<file path="config.mk">
export PLATFORM = sky130hd
export DESIGN_NAME = mac_feeder
export DESIGN_NICKNAME = d
export VERILOG_FILES = /design/src/rtl/mac_feeder.sv
export SDC_FILE = /design/constraint.sdc
export NUM_CORES = 1
export LEC_CHECK = 0
export CAP_MARGIN = 20
export CORE_AREA = 2 2 75 77
export DETAILED_ROUTE_END_ITERATION = 8
export DIE_AREA = 0 0 77 79
export HOLD_SLACK_MARGIN = 0.15
export PLACE_DENSITY = 0.84
export SYNTH_ARGS = -nofsm -noshare
export SYNTH_HDL_FRONTEND = slang
export SYNTH_SLANG_ARGS = --single-unit
</file>
<file path="constraint.sdc">
create_clock -name clk -period 3.15 [get_ports clk]
set_input_delay 0.315 -clock clk [delete_from_list [all_inputs] [get_ports clk]]
set_output_delay 0.315 -clock clk [all_outputs]
set_load 0.02 [all_outputs]
</file>
<file path="src/rtl/mac_feeder.sv">
// Initiator for the registered 4-lane MAC wrapper: streams operand groups in,
// feeds each partial sum back as the next group's c, and returns the final sum.
module mac_feeder #(
  parameter int bw      = 4,
  parameter int psum_bw = 16,
  parameter int cnt_bw  = 8
) (
  input  logic                 clk,
  input  logic                 reset,
  input  logic                 start,
  input  logic [cnt_bw-1:0]    num_groups,
  input  logic [psum_bw-1:0]   bias,
  output logic                 busy,
  input  logic                 in_valid,
  output logic                 in_ready,
  input  logic [4*bw-1:0]      in_a,
  input  logic [4*bw-1:0]      in_b,
  output logic [bw-1:0]        mac_a0,
  output logic [bw-1:0]        mac_a1,
  output logic [bw-1:0]        mac_a2,
  output logic [bw-1:0]        mac_a3,
  output logic [bw-1:0]        mac_b0,
  output logic [bw-1:0]        mac_b1,
  output logic [bw-1:0]        mac_b2,
  output logic [bw-1:0]        mac_b3,
  output logic [psum_bw-1:0]   mac_c,
  input  logic [psum_bw-1:0]   mac_out,
  output logic                 out_valid,
  input  logic                 out_ready,
  output logic [psum_bw-1:0]   out_data
);

  typedef enum logic [1:0] {
    IDLE    = 2'd0,
    ISSUE   = 2'd1,
    CAPTURE = 2'd2,
    DONE    = 2'd3
  } state_t;

  localparam logic [cnt_bw-1:0] CNT_ZERO = {cnt_bw{1'b0}};
  localparam logic [cnt_bw-1:0] CNT_ONE  = {{(cnt_bw-1){1'b0}}, 1'b1};

  state_t               state_q, state_d;
  logic [psum_bw-1:0]   acc_q, acc_d;
  logic [cnt_bw-1:0]    remaining_q, remaining_d;

  // State register, accumulator and group counter.
  always_ff @(posedge clk) begin
    if (reset) begin
      state_q     <= IDLE;
      acc_q       <= {psum_bw{1'b0}};
      remaining_q <= CNT_ZERO;
    end else begin
      state_q     <= state_d;
      acc_q       <= acc_d;
      remaining_q <= remaining_d;
    end
  end

  // Next-state logic and handshake/MAC drive; lanes are zero unless a group is accepted.
  always_comb begin
    state_d     = state_q;
    acc_d       = acc_q;
    remaining_d = remaining_q;
    busy        = 1'b1;
    in_ready    = 1'b0;
    out_valid   = 1'b0;
    out_data    = acc_q;
    mac_c       = acc_q;
    mac_a0      = {bw{1'b0}};
    mac_a1      = {bw{1'b0}};
    mac_a2      = {bw{1'b0}};
    mac_a3      = {bw{1'b0}};
    mac_b0      = {bw{1'b0}};
    mac_b1      = {bw{1'b0}};
    mac_b2      = {bw{1'b0}};
    mac_b3      = {bw{1'b0}};
    case (state_q)
      IDLE: begin
        busy = 1'b0;
        if (start) begin
          acc_d       = bias;
          remaining_d = num_groups;
          state_d     = (num_groups == CNT_ZERO) ? DONE : ISSUE;
        end else begin
          state_d = IDLE;
        end
      end
      ISSUE: begin
        in_ready = 1'b1;
        if (in_valid) begin
          mac_a0  = in_a[0*bw +: bw];
          mac_a1  = in_a[1*bw +: bw];
          mac_a2  = in_a[2*bw +: bw];
          mac_a3  = in_a[3*bw +: bw];
          mac_b0  = in_b[0*bw +: bw];
          mac_b1  = in_b[1*bw +: bw];
          mac_b2  = in_b[2*bw +: bw];
          mac_b3  = in_b[3*bw +: bw];
          state_d = CAPTURE;
        end else begin
          state_d = ISSUE;
        end
      end
      CAPTURE: begin
        // The wrapper's output now reflects the group issued last cycle.
        acc_d       = mac_out;
        remaining_d = remaining_q - CNT_ONE;
        state_d     = (remaining_q == CNT_ONE) ? DONE : ISSUE;
      end
      DONE: begin
        out_valid = 1'b1;
        if (out_ready) begin
          state_d = IDLE;
        end else begin
          state_d = DONE;
        end
      end
      default: begin
        state_d = IDLE;
      end
    endcase
  end

endmodule

</file>
== Word level (Yosys, flattened, before mapping) ==
Cells that the tools add are included.
Operators by class
  add/sub/neg operators: 1
  bitwise logic cells: 0
  multipliers: 0
  muxes and demuxes: 29
  eq/ne operators: 5
  reduce and logical (&&, ||, !) cells: 4
  $lt $le $gt $ge: 0
  shift operators: 0
  div/mod/pow operators: 0
Operators with widths (number)
  4-bit 2-to-1 mux: 16
  16-bit one-hot mux with 2 select lines: 1
  16-bit 2-to-1 mux: 1
  8-bit one-hot mux with 2 select lines: 1
  2-bit 2-to-1 mux: 5
  8-bit by 1-bit == test with 1-bit output (second input constant): 1
  8-bit logical NOT: 1
  8-bit 2-to-1 mux: 1
  2-bit one-hot mux with 4 select lines: 1
  8-bit by 1-bit subtractor with 8-bit output (second input constant): 1
  2-bit == test (second input constant): 2
  1-bit 2-to-1 mux: 3
  2-bit by 1-bit == test with 1-bit output (second input constant): 1
  2-bit logical NOT: 1
  2-bit inequality test (second input constant): 1
  2-bit AND reduction: 1
  2-bit nonzero test: 1
Word-level totals
  output and inout port bits: 67
  bits in registers: 26
  latch bits: 0
  input bits: 77
  memories: 0
  ROM bits: 0
  word-level logic and storage cells: 42
  bits in writable memories: 0

== Longest topological paths before layout ==
  depth in word-level cells: 4
  gate-level depth with buffers: 6
  gate-level depth less buffers: 6

== Least setup slack after synthesis ==
No wires, ideal clock.
  path kind: flip-flop to output port
  start: register state_q[0]
  end: output port mac_a0[0]
  buffers on the path: 2
  slack: 1.685 ns
  required time: 2.835 ns
  cell stages (with the launch flop): 6
  arrival: 1.150 ns
  cells stage by stage: dfxtp_1 buf_6 inv_2 nor2_2 buf_2 and3_1
Between the ends
  longest elaborated chain between the ends: 2
Ends and longest elaborated chain
  start, declared: RTL line 43  | state_t state_q, state_d;
  start signal, assigned: RTL line 54  | state_q <= state_d;
  2-bit by 1-bit == test with 1-bit output: RTL line 78  | case (state_q)
  4-bit 2-to-1 mux: RTL line 78
  end, declared: RTL line 18  | output logic [bw-1:0] mac_a0,
Every way passes these cells.

== Worst setup path in the final report ==
  start: register state_q[0]
  end: output port mac_a1[3]
Between the ends
  longest elaborated chain between the ends: 2
Ends and longest elaborated chain
  2-bit by 1-bit == test with 1-bit output: RTL line 78
  4-bit 2-to-1 mux: RTL line 78
  end, declared: RTL line 19  | output logic [bw-1:0] mac_a1,
Every way passes these cells.

==> results.md <==
- FILL cells: 499
- Seq cells post-synth: 26
- Hold WS: approximately 510 ps
- R2R Path Start: state_q[0]
- Share of flip-flops with an asynchronous set or reset: 0%
- Commonest cells after routing, fill and taps aside: clkdlybuf4s50_1 (143), nand2_1 (37), and3_1 (32)
- Pins Over Slew Limit: 0
- Placer Congestion: roughly 0.9
- Worst hold path depth: 1
- CP delay by family, top: buffers and inverters
- Fin util: 59.31%
- Root buffer cell: clkbuf_8
- Max FO, Critical Path: 33
- Fin area: approximately 0.0032 mm^2
- Power density over cell area: around 340 mW/mm^2
- Worst reg2reg path endpoint: mac_c[7]
- Setup TNS: 0 ps
- Cts hold-fix bufs: 0
- Number of antenna diodes: 0
- Pre-CTS setup slack: between 700 and 800 ps
- Post-Syn Instances: approximately 220
- Netlist cell types: between 40 and 50
- Total core area: 0.005338 mm^2
- Die height: between 70 and 80 um
- Routed WL per cell: 14.62 um
- Final setup margin: approximately 650 ps
- Worst setup SP type: register
- Grt ovf: 0
- Max clock buf depth: 2
- Synth Cell Area: approximately 0.0018 mm^2
- Total GRT Usage: 18.73%
- Peak VDD IR: 0.2318 mV
- Static leakage: ~1.3 nW
- Die area: 0.006083 mm^2
- Reg2Reg Setup Slack: approximately 1300 ps
- Worst-Skew Late Latency: between 200 and 300 ps
- Dominant synthesized flop cell: dfxtp_1
- First-pass GRT wire length: approximately 9.4 mm
- Setup-failing EPs final: 0
- H-tree depth: 1
- Postcts setup bufs: 0
- Standard-cell row count: 27
- RSZ-0062 raised after global routing: false
- Die W: between 70 and 80 um
- Nets@finish: 412
- DRT iter0 DRCs: approximately 70
- Final WL: about 5.9 mm
- Multi-input gate area: approximately 0.0010 mm^2
- DP Wirelength: 4.615 mm
- Crit-path cells: inv_2 -> nor2_2 -> buf_4 -> and3_1 -> clkdlybuf4s50_1
- Starting Density: roughly a third
- Area delta synth->final: 74.36%
- Max Freq: between 300 and 400 MHz
- TritonCTS clock tree: done
- Final worst path period share: between 70% and 80%
- Post-synth net total: ~300
- Area after DPL: a little over 0.003 mm^2
- Placed cell count: 400
- Vias in the first global route: 1,903
- Critical path arrival: approximately 2200 ps
- Cts repair resizes: 0
- Bufs and invs on worst path: 3
- Most common cell after layout, fill and taps aside: clkdlybuf4s50_1
- Worst Setup Path Type: reg -> out
- Worst path slowest cell: clkdlybuf4s50_1
- Layout cells sized above 1: about 10%
- Clk sinks: 26
- Via count of the routed design: about 2,000
- Pwr Total: approximately 1.1 mW
- Port bufs: between 100 and 150
- Worst-case clock skew: about 1.6 ps
- CTS buffer count: 3
- Hold Path Origin: remaining_q[7]
- Hold-critical path endpoint: state_q[1]
- Drt drc: 0
- Mean number of vias per cell: 4.851
- IO Count: about 140
- Antenna violations before repair: 0
- Clk slew on worst S/H paths: 90 ps
- Largest net degree at the start of global routing: 37
- Cells on worst reg2reg path: 3
- Status: complete, no violations
- Synth Warn #: 0
- Slew @ Worst Pin: between 700 and 800 ps
- Hold Vio Cnt, Final: 0
- Critical Path RT: about 2800 ps
- Slowest stage delay, CP: roughly 630 ps
- Fin crit period: 2503 ps
- Register area: around 520 um^2
- Slew HR: roughly 50%
- Final Non-Filler Cells: 404
- Crit end category: primary output
- Detailed-router iteration count before antenna repair: 4
- Post-DRT Antenna Nets: 0
- Mean Syn Cell Area: about 8.4 um^2
- Max-cap violations: 0
- Post-synth EDFFs: 0
- Worst Hold Class: reg -> reg
- Sequential-to-total area share from yosys stat: ~29%
-- sequential cells by signal, summed over array words and instances, names as in the netlist --
| name | count |
|---|---|
| state_q | 2 |
| mac_c | 16 |
| remaining_q | 8 |
-- per-layer routing --
| metal | track usage [%] | share of wire (%) | vias up |
|---|---|---|---|
| met5 | 0 | 0 | - |
| met4 | 3.750 | 0.59 | 0 |
| met3 | 2.727 | 3.2 | 2 |
| met2 | 33.16 | 53 | 46 |
| met1 | 24.40 | 43 | 931 |
| li1 | - | - | 981 |
-- cells by family (layout without fill, tap and decap cells) --
kind of cell	after synthesis	in the layout	share of synthesized area (%)
simple gates	114	114	34.32
xor+xnor	2	2	0.9650
compound gates	35	35	20.33
fa+ha+maj	2	2	1.378
flops	26	26	28.67
buf+inv	38	153	14.33
-- cell type report --
cell class	instances	share of cell area (%)
Sequential cell	26	16.44
Inverter	3	0.3557
Tap cell	72	2.846
Clock buffer	4	1.739
Timing Repair Buffer	146	45.93
Multi-Input combinational cell	153	32.69
-- cell usage after synthesis (2+ instances only) --
master / n / area (um^2)
a21oi_1: 5 / 25.02
nand2b_1: 2 / 12.51
nor4_1: 2 / 12.51
a311oi_2: 13 / 195.2
nand2_1: 37 / 138.9
nand3_1: 4 / 20.02
ha_1: 2 / 25.02
buf_2: 4 / 20.02
nor2_2: 2 / 12.51
buf_4: 18 / 135.1
xor2_1: 2 / 17.52
a211oi_1: 2 / 15.01
and3_1: 32 / 200.2
a311oi_1: 3 / 26.28
buf_1: 2 / 7.510
inv_1: 2 / 7.510
clkbuf_1: 5 / 18.77
buf_6: 6 / 67.56
dfxtp_1: 26 / 520.5
a31oi_1: 2 / 12.51
a22oi_1: 2 / 15.01
a211oi_2: 2 / 25.02
nor2_1: 23 / 86.33
-- where the power goes --
group,switching [mW],internal [mW]
clock network,0.105,0.112
logic,0.211,0.245
registers,0.0331,0.360
-- worst max path at each step --
stage | from | end | slack, ps | cells after the start
6_report | state_q[0] | mac_a1[3] | 650 | 5
5_1_grt | state_q[0] | mac_b0[1] | 530 | 5
4_1_cts | state_q[0] | mac_a1[3] | 650 | 5
3_5_place_dp | in_valid | mac_a1[3] | 710 | 4
3_3_place_gp | in_valid | mac_a1[3] | 810 | 4
2_1_floorplan | state_q[0] | mac_a0[0] | 1690 | 5
No activity file was read; power rests on OpenSTA's default activity.
